--- config.mk ---
export PLATFORM = sky130hd
export DESIGN_NAME = uart_rx_framer
export DESIGN_NICKNAME = d
export VERILOG_FILES = /design/src/rtl/uart_pkg.sv /design/src/rtl/uart_bit_timer.sv /design/src/rtl/uart_rx_framer.sv
export SDC_FILE = /design/constraint.sdc
export NUM_CORES = 1
export LEC_CHECK = 0
export ABC_AREA = 0
export CAP_MARGIN = 20
export CORE_MARGIN = 4
export CORE_UTILIZATION = 53
export DETAILED_ROUTE_END_ITERATION = 10
export PLACE_DENSITY = 0.78
export REMOVE_ABC_BUFFERS = 1
export SYNTH_ARGS = -nofsm -noshare
export SYNTH_HDL_FRONTEND = slang
export SYNTH_SLANG_ARGS = --single-unit
--- constraint.sdc ---
create_clock -name clk -period 1.9 [get_ports clk]
set_input_delay 0.38 -clock clk [delete_from_list [all_inputs] [get_ports clk]]
set_output_delay 0.38 -clock clk [all_outputs]
set_load 0.01 [all_outputs]
--- src/rtl/uart_pkg.sv ---
// Shared UART definitions: FSM state encoding, default widths and
// bit-timing helpers used by both the receiver and the transmitter.
package uart_pkg;

  localparam int CLKS_PER_BIT_DEF = 16;
  localparam int DATA_WIDTH_DEF   = 8;
  localparam int HALF_BIT         = CLKS_PER_BIT_DEF / 2;

  typedef enum logic [2:0] {
    ST_IDLE,
    ST_START,
    ST_DATA,
    ST_PARITY,
    ST_STOP,
    ST_BREAK
  } uart_state_e;

  function automatic int half_of(input int cpb);
    return cpb / 2;
  endfunction

endpackage

--- src/rtl/uart_bit_timer.sv ---
// Bit-period timer: counts 0..CLKS_PER_BIT-1, strobing at mid-bit
// and at the last cycle of the bit; clr restarts it from zero.
module uart_bit_timer
  import uart_pkg::*;
#(
  parameter int CLKS_PER_BIT = CLKS_PER_BIT_DEF,
  parameter int HALF_CNT     = HALF_BIT
) (
  input  logic clk,
  input  logic prst,
  input  logic clr,
  output logic half_tick,
  output logic full_tick
);

  localparam int TW = $clog2(CLKS_PER_BIT);

  logic [TW-1:0] cnt;

  assign full_tick = (cnt == TW'(CLKS_PER_BIT - 1));
  assign half_tick = (cnt == TW'(HALF_CNT - 1));

  // free-running bit counter, wraps at the end of each bit period
  always_ff @(posedge clk) begin
    if (!prst || clr) begin
      cnt <= '0;
    end else if (full_tick) begin
      cnt <= '0;
    end else begin
      cnt <= cnt + 1'b1;
    end
  end

endmodule

--- src/rtl/uart_rx_framer.sv ---
// UART 8N1 receiver with valid/ready output and error pulses.
// Optional even parity: define UART_RX_PARITY_EN.
module uart_rx_framer
  import uart_pkg::*;
#(
  parameter int CLKS_PER_BIT = CLKS_PER_BIT_DEF,
  parameter int DATA_WIDTH   = DATA_WIDTH_DEF
) (
  input  logic                  clk,
  input  logic                  prst,
  input  logic                  serial_in,
  output logic [DATA_WIDTH-1:0] parallel_out,
  output logic                  data_valid,
  input  logic                  data_ready,
  output logic                  frame_err,
  output logic                  parity_err,
  output logic                  overrun_err,
  output logic                  busy
);

  localparam int CW = $clog2(DATA_WIDTH + 1);

  uart_state_e state, state_n;

  logic                  rx_q1;
  logic                  rx_s;
  logic                  half_tick;
  logic                  full_tick;
  logic                  timer_clr;
  logic [CW-1:0]         bit_cnt;
  logic [DATA_WIDTH-1:0] shreg;
  logic                  smp_data;
  logic                  smp_stop;
  logic                  par_bad;
  logic                  good;
  logic                  accept;
  logic                  load;

  // two-flop synchroniser; line idles high
  always_ff @(posedge clk) begin
    if (!prst) begin
      rx_q1 <= 1'b1;
      rx_s  <= 1'b1;
    end else begin
      rx_q1 <= serial_in;
      rx_s  <= rx_q1;
    end
  end

  assign timer_clr = (state_n != state);

  uart_bit_timer #(
    .CLKS_PER_BIT (CLKS_PER_BIT),
    .HALF_CNT     (half_of(CLKS_PER_BIT))
  ) u_timer (
    .clk       (clk),
    .prst      (prst),
    .clr       (timer_clr),
    .half_tick (half_tick),
    .full_tick (full_tick)
  );

  // state register
  always_ff @(posedge clk) begin
    if (!prst) begin
      state <= ST_IDLE;
    end else begin
      state <= state_n;
    end
  end

`ifdef UART_RX_PARITY_EN
  logic smp_par;
  logic par_bit;
`endif

  // next-state and sample strobes
  always_comb begin
    state_n  = state;
    smp_data = 1'b0;
    smp_stop = 1'b0;
`ifdef UART_RX_PARITY_EN
    smp_par  = 1'b0;
`endif
    unique case (state)
      ST_IDLE: begin
        if (!rx_s) state_n = ST_START;
      end
      ST_START: begin
        if (half_tick) begin
          state_n = rx_s ? ST_IDLE : ST_DATA;
        end
      end
      ST_DATA: begin
        if (full_tick) begin
          smp_data = 1'b1;
          if (bit_cnt == CW'(DATA_WIDTH - 1)) begin
`ifdef UART_RX_PARITY_EN
            state_n = ST_PARITY;
`else
            state_n = ST_STOP;
`endif
          end
        end
      end
`ifdef UART_RX_PARITY_EN
      ST_PARITY: begin
        if (full_tick) begin
          smp_par = 1'b1;
          state_n = ST_STOP;
        end
      end
`endif
      ST_STOP: begin
        if (full_tick) begin
          smp_stop = 1'b1;
          state_n  = rx_s ? ST_IDLE : ST_BREAK;
        end
      end
      ST_BREAK: begin
        if (rx_s) state_n = ST_IDLE;
      end
      default: state_n = ST_IDLE;
    endcase
  end

  // data-bit counter and LSB-first shift register
  always_ff @(posedge clk) begin
    if (!prst) begin
      bit_cnt <= '0;
      shreg   <= '0;
    end else begin
      if (timer_clr) begin
        bit_cnt <= '0;
      end else if (smp_data) begin
        bit_cnt <= bit_cnt + 1'b1;
      end
      if (smp_data) begin
        shreg <= {rx_s, shreg[DATA_WIDTH-1:1]};
      end
    end
  end

`ifdef UART_RX_PARITY_EN
  // captured parity bit
  always_ff @(posedge clk) begin
    if (!prst) begin
      par_bit <= 1'b0;
    end else if (smp_par) begin
      par_bit <= rx_s;
    end
  end

  assign par_bad = ^{shreg, par_bit};

  // parity error pulse; a bad stop bit wins
  always_ff @(posedge clk) begin
    if (!prst) begin
      parity_err <= 1'b0;
    end else begin
      parity_err <= smp_stop && rx_s && par_bad;
    end
  end
`else
  assign par_bad    = 1'b0;
  assign parity_err = 1'b0;
`endif

  assign good   = smp_stop && rx_s && !par_bad;
  assign accept = data_valid && data_ready;
  assign load   = good && (!data_valid || accept);

  // output register, handshake and error pulses
  always_ff @(posedge clk) begin
    if (!prst) begin
      parallel_out <= '0;
      data_valid   <= 1'b0;
      frame_err    <= 1'b0;
      overrun_err  <= 1'b0;
    end else begin
      frame_err   <= smp_stop && !rx_s;
      overrun_err <= good && data_valid && !data_ready;
      if (load) begin
        parallel_out <= shreg;
        data_valid   <= 1'b1;
      end else if (accept) begin
        data_valid <= 1'b0;
      end
    end
  end

  assign busy = (state != ST_IDLE);

endmodule
# == After elaboration in Yosys (flattened, before gate mapping) ==
# Cells that the tools add are included.
# classes
n_addsub,2
eq_ne,8
muxes,14
bitwise,1
reduce_logical,17
# op_table
op,count
$mux W3,7
$pmux W3 S5,1
$add A4 B1 Y4 const B,2
$eq A4 B3 Y1 const B,2
$eq A3 B3 Y1 const B,2
$logic_and A1 B1 Y1,6
$mux W1,5
$eq A4 B4 Y1 const B,1
$logic_not A1 Y1,4
$reduce_or A2 Y1,2
$eq A3 B1 Y1 const B,1
$eq A3 B2 Y1 const B,1
$logic_not A3 Y1,1
$ne A3 B3 Y1,1
$reduce_bool A3 Y1,1
$logic_or A1 B1 Y1,2
$mux W2,1
$reduce_bool A2 Y1,1
$not A1 Y1,1
# totals
regBits,32
in_bits,4
output_inout_bits,13
word_cells,52

# == Logic depth before layout (Yosys ltp) ==
# Gate-level depths: netlist of run 1.
# depth
ltp_word,7
ltp_mapped,6
depth_no_buf,5

# == By module ==
# A second synthesis of run 1 with hierarchy kept.
# unflattened
cells_unflattened,146
hier_area_um2,1362.6
# by_module_without_submodules
mod,n_inst,cells_each,area_per_inst_um2,seq_area_each_um2
uart_rx_framer,1,128,1182.4,560.5
uart_bit_timer,1,18,180.2,80.1

# == Worst setup path before layout of run 1 ==
# No wires, ideal clock.
# synth_path
path_type,flip-flop to flip-flop
from,reg u_timer.cnt[0]
to,reg bit_cnt[1]
setup_ns,0.140
t_arrival_ns,1.365
required_ns,1.760
slack_ns,0.395
path_stages_with_launch,5
n_path_buf,0
period_less_slack_ns,1.505
path_cell_list,dfxtp_1 -> ha_1 -> nand3_1 -> nor3_1 -> nor3_1
# synth_between
elab_chain_cells,5
word_cells_on_any_way,10
cone_classes,3 x eq/ne; 6 x mux; 1 x reduce/logical
# synth_lines
element,line_no,rtl
"start, declared",uart_bit_timer.sv:18,logic [TW-1:0] cnt;
"start signal, assigned",uart_bit_timer.sv:30,cnt <= cnt + 1'b1;
$eq A4 B4 Y1 / $eq A4 B3 Y1 (equally long branches),"uart_bit_timer.sv:20, uart_bit_timer.sv:21",
"$mux W3, on equally long branches","uart_rx_framer.sv:115, uart_rx_framer.sv:90, uart_rx_framer.sv:95",
$pmux W3 S5,uart_rx_framer.sv:85,unique case (state)
$ne A3 B3 Y1,uart_rx_framer.sv:50,assign timer_clr = (state_n != state);
$reduce_or A2 Y1 (no source line),--,
"end signal, assigned",uart_rx_framer.sv:136,bit_cnt <= bit_cnt + 1'b1;
"end, declared",uart_rx_framer.sv:30,logic [CW-1:0] bit_cnt;
# Several ways; a longest one is shown, not always the timed one.
# A chain may end at the register's enable or synchronous reset.

# == Worst setup path after layout of run 1 ==
# layout_path
from,reg state[2]
to,out busy
# layout_between
elab_chain_cells,1
# layout_lines
element,line_no,rtl
"start, declared",uart_rx_framer.sv:23,"uart_state_e state, state_n;"
"start signal, assigned",uart_rx_framer.sv:68,state <= state_n;
$reduce_bool A3 Y1,uart_rx_framer.sv:192,assign busy = (state != ST_IDLE);
"end, declared",uart_rx_framer.sv:18,output logic busy
# Every way passes these cells.

==> results of run 1 <==
## worst min-delay path by stage
stage | depth (start not counted) | end | from
after floorplan | 1 | rx_s | rx_q1
after global placement | 1 | rx_s | rx_q1
after detailed placement | 1 | rx_s | rx_q1
after CTS | 1 | rx_s | rx_q1
after global routing | 1 | rx_s | rx_q1
final | 1 | rx_s | rx_q1
## final cells by class
cell class	count	area, sq um	area share
repair buffers	20	186	0.116
multi-input cells	102	649	0.404
well taps	30	37.5	0.0233
clock buffers	6	41.3	0.0257
flip-flops and latches	32	641	0.398
clock inverters	2	35.0	0.0218
inverters	5	18.8	0.0117
## power by group through the flow
stage               clock (mW)  combinational [mW]  sequential, mW
finish                   0.501              0.0462           0.686
global route             0.547              0.0509           0.689
CTS                      0.517              0.0465           0.687
detailed placement           0              0.0471           0.702
global placement             0              0.0452           0.702
floorplan                    0              0.0265           0.701
## sequential cells by signal (all words and copies together) (netlist names)
signal	cells
data_valid	1
parallel_out	8
u_timer.cnt	4
overrun_err	1
rx_q1	1
state	3
rx_s	1
frame_err	1
bit_cnt	4
shreg	8
## through the flow
step | worst slack, ps | total power [mW] | area [sq um]
after floorplan | 395 | 0.728 | 1310
after global routing | 23.2 | 1.29 | 1610
after global placement | 167 | 0.747 | 1530
final | 105 | 1.23 | 1610
after CTS | 87.9 | 1.25 | 1610
after detailed placement | 89.5 | 0.749 | 1530
## layer usage
layer  vias up  part of all wire  global-route usage
met1       486              0.45               0.187
met4         0             0.019              0.0680
met5         -                 0                   0
li1        541                 -                   -
met2        18              0.48               0.284
met3         6             0.046              0.0658
## placed cells by master, fill, tap and decap left out, drive strengths merged, types with 2 or more instances in the layout
master and instances:
nand3 4, clkbuf 6, inv 5, xnor2 5, clkdlybuf4s50 14, nor2 16
nor3 11, buf 5, nand3b 2, o21ai 2, and4b 3, mux2i 9
nand2 19, dfxtp 32, a21oi 11, nand2b 4, ha 2
## kinds of logic (layout without fill, tap and decap cells)
group,after synthesis,in the layout,share of synthesized area
compound gates,19,19,0.0902
simple gates,66,66,0.268
fa+ha+maj,2,2,0.0184
other cells,1,1,0.00276
xor+xnor,5,5,0.0322
buf+inv,13,33,0.0515
mux,9,9,0.0662
flops,32,32,0.471
## worst reg2reg max path, stage by stage, from the launching register on
cell and delay [ps]:
dfxtp_1 360, ha_1 270, and4b_2 300, nand4_2 330, mux2i_1 270, nor2_1 50
## what timing repair did
| action | CTS | global route |
|---|---|---|
| hold buffers | 0 | 0 |
| endpoints found under the setup margin | 1 | 0 |
| resized for setup | 1 | 0 |
| buffers inserted | 0 | 0 |
==> impl_metrics.csv, run 1 <==
group,metric,value,unit
run_status,status,"completed",
yosys,ys_types,36,
cts,root_buffer,"clkbuf_4",
detailed_routing,drcViolationCount,0,
layout,postLayoutCoreUtil,0.655,
pwr,p_leak,0.629,nW
floorplanning,die_w,58.7,microns
setup_path,path_cells,"or3_2 -> dlygate4sd2_1",
detailed_routing,ant_nets,0,
setup_path,endpoint_kind,"output port",
layout,antennaDiodeCount,0,
detailed_routing,vias_per_cell,5.34,
grt,grt-ovfl-total,0,
detailed_routing,num_vias,1051,
layout,fin_nets,172,
cts,cts-htree-levels,2,
sta,layout_min_cycle_time,1800,ps
cts,clkTransAtPathRegs,100,ps
sta,maxSlewHeadroom,0.596,
yosys,ys_seq_area_frac,0.471,
cts,cts_sinks,32,
cts,clk_path_buf_depth,2,
sta,slew_violations,0,
sta,max_freq,557,MHz
detailed_routing,wirelength,2470,microns
setup_path,path_depth,2,
setup_path,path_max_fanout,2,
sta,finalSetupTns,0,ps
floorplanning,initial_utilization,0.554,
setup_path,cp-endpoint,"busy",
yosys,synth-edff-count,0,
yosys,yosysWarnings,0,
pwr,power_switching,0.259,mW
sta,finalClockSkew,10.6,ps
setup_path,slowest_delay,460,ps
pwr,p_int,0.975,mW
cts,cts_buffers,5,
layout,fin_cells,197,
pwr,p_sw_frac,0.210,
detailed_routing,drtPass1Iterations,4,
floorplanning,num_rows,18,
setup_path,crit_slowest_cell,"or3_2",
floorplanning,die_h,58.7,microns
yosys,synthCells,147,
floorplanning,core_area,0.00245,sq mm
yosys,ys_ff_latch,32,
sta,finalHoldViolCount,0,
hold_path,hold_class,"flop to flop",
grt,grt_max_degree,21,
yosys,ys_async_sr_fraction,0,
setup_path,rr_worst_depth,5,
cts,clk_latency,340,ps
placed_design,dp_cells,189,
setup_path,worstPathRequired,1520,ps
sta,worstMarginPinSlew,605,ps
yosys,yosys.area.top_type,"dfxtp_1",
yosys,synth_ff_type,"dfxtp_1",
setup_path,rrSetupSlack,200,ps
pwr,clock_power_share,0.406,
flow_run,cap_violations,0,
placed_design,hpwl,1820,microns
grt,antenna_found_initial,0,
sta,finalCritPeriodShare,0.945,
placed_design,place_congestion,0.727,
yosys,syn_area_per_cell,9.25,sq um
yosys,yosys-top-cells-area,"dfxtp_1, mux2i_1, nand2_1, a21oi_1, nor2_1",
yosys,synth.most_common_cell,"dfxtp_1",
floorplanning,design.portCount,17,
pwr,power_frac_seq,0.557,
pwr,ir_worst_vdd,0.000590,V
setup_path,worstPathBufferInverterCount,1,
cts,cts_tree,"done",
detailed_routing,routedWlPerCell,12.5,microns
grt,grt_pass1_wl,4340,microns
sta,whs,431,ps
floorplanning,dieArea,0.00344,sq mm
yosys,synthTopCellsByCount,"dfxtp_1, nand2_1, nor2_1",
setup_path,r2r-start,"u_timer.cnt[0]",
setup_path,cp_top_family,"simple AND/OR/NAND/NOR gates",
sta,setup-violations-final,0,
pwr,p_comb_frac,0.037,
setup_path,r2r_end,"parallel_out[7]",
detailed_routing,drt_iter0_drc,34,
layout,drive_gt1_frac,0.144,
placed_design,port_buffers,15,
grt,grt_pass1_vias,1016,
yosys,synth_area,0.00136,sq mm
layout,syn2layout_area_growth,18.3,%
grt,grtUsageTotal,0.167,
sta,rsz0062_at_grt,"no",
setup_path,crit_type,"flop to output port",
pwr,powerDensity,767,mW/mm^2
yosys,synth_top_area_frac,0.471,
setup_path,start_kind,"flop",
layout,fill_cells,213,
setup_path,crit_arrival,1420,ps
setup_path,crit_start,"state[2]",
Power figures use the tool's default switching activity.
==> run 2: changes to the inputs <==
Settings changed: ABC_AREA 0 to 1, CORE_MARGIN 4 to default.
==> run 2 against run 1 <==
  * Clock power is 28% lower
  * Register-to-register slack hardly changed
  * Count of clock-buffer cells in the layout stayed put
  * Fmax is 1.7% lower
  * Clock skew is 3.8 ps lower
  * Area after synthesis is 3.0% lower
  * First-iteration DRC count is 62% lower
  * Combinational power is 36% higher
  * Largest power group unchanged
  * Worst setup slack worse by 32 ps
==> impl_metrics.csv, run 2 <==
group,metric,value,unit
run_status,status,"completed",
yosys,ys_ff_latch,32,
detailed_routing,drtPass1Iterations,4,
yosys,ys_seq_area_frac,0.486,
yosys,synth.most_common_cell,"dfxtp_1",
yosys,synth_area,0.00132,sq mm
layout,syn2layout_area_growth,17.4,%
pwr,power_switching,0.268,mW
yosys,syn_area_per_cell,8.04,sq um
yosys,synthCells,164,
sta,finalHoldViolCount,0,
cts,hold_buffers,0,
cts,root_buffer,"clkbuf_4",
cts,clkTransAtPathRegs,100,ps
sta,layout_min_cycle_time,1830,ps
detailed_routing,ant_nets,0,
setup_path,path_cells,"nor2_1 -> nand2_1 -> clkdlybuf4s50_1",
hold_path,hold_class,"flop to flop",
grt,grtUsageTotal,0.222,
detailed_routing,drt_iter0_drc,13,
detailed_routing,wirelength,2400,microns
cts,clk_path_buf_depth,2,
yosys,yosys.area.top_type,"dfxtp_1",
detailed_routing,vias_per_cell,5.10,
layout,reg.largest.list,"parallel_out (8), shreg (8)",
setup_path,crit_type,"flop to output port",
setup_path,start_kind,"flop",
detailed_routing,drcViolationCount,0,
placed_design,hpwl,1790,microns
placed_design,place_congestion,0.895,
layout,drive_gt1_frac,0.162,
yosys,synth_top_area_frac,0.486,
placed_design,post-place-ws,239,ps
grt,antenna_found_initial,0,
floorplanning,dieArea,0.00269,sq mm
sta,max_freq,547,MHz
setup_path,rrSetupSlack,210,ps
grt,grt_pass1_vias,1068,
floorplanning,die_w,51.9,microns
pwr,power_frac_seq,0.619,
sta,rsz0062_at_grt,"no",
setup_path,endpoint_kind,"output port",
layout,final_cell_mix,"dfxtp_1, nor2_1, inv_1",
cts,cts_buffers,5,
floorplanning,design.portCount,17,
yosys,synthTopCellsByCount,"dfxtp_1, nor2_1, inv_1",
yosys,synth-edff-count,0,
pwr,p_leak,0.624,nW
grt,grt_max_degree,17,
layout,final_common_cell,"dfxtp_1",
setup_path,worstPathBufferInverterCount,1,
setup_path,crit_slowest_cell,"clkdlybuf4s50_1",
yosys,yosys-top-cells-area,"dfxtp_1, nor2_1, inv_1, a21oi_1, nand2_1",
layout,antennaDiodeCount,0,
sta,fin_ws,73.2,ps
sta,slew_violations,0,
floorplanning,initial_utilization,0.579,
placed_design,dp_cells,206,
floorplanning,die_h,51.9,microns
pwr,ir_worst_vdd,0.000514,V
detailed_routing,num_vias,1086,
setup_path,slowest_delay,530,ps
cts,cts-htree-levels,2,
layout,fin_nets,191,
setup_path,path_max_fanout,5,
detailed_routing,routedWlPerCell,11.3,microns
cts,clk_latency,340,ps
setup_path,cp_top_family,"buffers and inverters",
yosys,ys_async_sr_fraction,0,
layout,fin_cells,213,
pwr,p_sw_frac,0.242,
yosys,yosysWarnings,0,
flow_run,cap_violations,0,
cts,cts_sinks,32,
grt,grt-ovfl-total,0,
placed_design,port_buffers,15,
grt,grt_pass1_wl,4200,microns
yosys,synth_ff_type,"dfxtp_1",
cts,cts_tree,"done",
sta,finalClockSkew,6.74,ps
pwr,p_comb_frac,0.057,
sta,whs,424,ps
pwr,powerDensity,716,mW/mm^2
sta,finalSetupTns,0,ps
pwr,clock_power_share,0.325,
setup_path,crit_arrival,1450,ps
setup_path,worstPathRequired,1520,ps
sta,setup-violations-final,0,
floorplanning,num_rows,17,
sta,finalCritPeriodShare,0.961,
floorplanning,core_area,0.00228,sq mm
pwr,p_int,0.841,mW
yosys,ys_types,27,
[run 2: cell types whose count changed after synthesis, moves of 4 or more]
cell / previous run / this run
nand2_1: 19 / 14
nor3_1: 9 / 3
o21ai_1: 0 / 9
o21ai_0: 2 / 6
nor2_2: 1 / 7
nor2_1: 14 / 25
inv_1: 5 / 17
nand3_1: 4 / 10
mux2i_1: 9 / 1
nand2b_1: 4 / 0
[run 2: cell families (layout without fill, tap and decap cells)]
logic type	after synthesis	count (layout)	share of synthesized area
AND/OR/NAND/NOR	72	72	0.269
XOR/XNOR	5	5	0.0332
buffers and inverters	24	45	0.0778
AO/OA/AOI/OAI	27	27	0.104
flip-flops	32	32	0.486
other	1	1	0.00284
multiplexers	1	1	0.00759
adder cells (fa/ha/maj)	2	2	0.0190
[run 2: worst paths after layout]
| kind | from | depth (start not counted) | endpoint |
|---|---|---|---|
| max reg2reg | u_timer.cnt[0] | 11 | u_timer.cnt[0] |
| min reg2reg | rx_q1 | 1 | rx_s |
| max | state[2] | 3 | busy |
| min | rx_q1 | 1 | rx_s |
[run 2: stage by stage]
stage / total power, mW / instance area, sq um / utilization
2_1_floorplan: 0.741 / 1290 / -
3_3_place_gp: 0.761 / 1500 / 0.659
3_5_place_dp: 0.765 / 1500 / 0.659
4_1_cts: 1.11 / 1550 / 0.679
5_1_grt: 1.15 / 1550 / 0.680
6_report: 1.11 / 1550 / 0.680
[run 2: what timing repair did]
action                                  4_1_cts  5_1_grt
endpoints found under the setup margin        0        1
resized for setup                             0        2
buffers inserted                              0        0
[run 2: cell type report]
cell class,instances,area [sq um]
Clock buffer,6,41.3
Clock inverter,1,5.00
Fill cell,197,728
Inverter,20,75.1
Multi-Input combinational cell,108,576
Sequential cell,32,643
Tap cell,28,35.0
Timing Repair Buffer,18,173
[run 2: power by group through the flow]
stage               Combinational (mW)  Sequential, mW  Clock, mW
floorplan                       0.0408           0.700          0
global placement                0.0599           0.701          0
detailed placement              0.0630           0.702          0
CTS                             0.0634           0.686      0.365
global route                    0.0702           0.688      0.396
finish                          0.0628           0.686      0.360
[run 2: per-layer routing]
metal  wire [microns]  GRT usage  up-vias
li1                 -          -      567
met1             1050      0.215      493
met2             1200      0.393       20
met3              111     0.0994        6
met4               40      0.108        0
met5                0          0        -
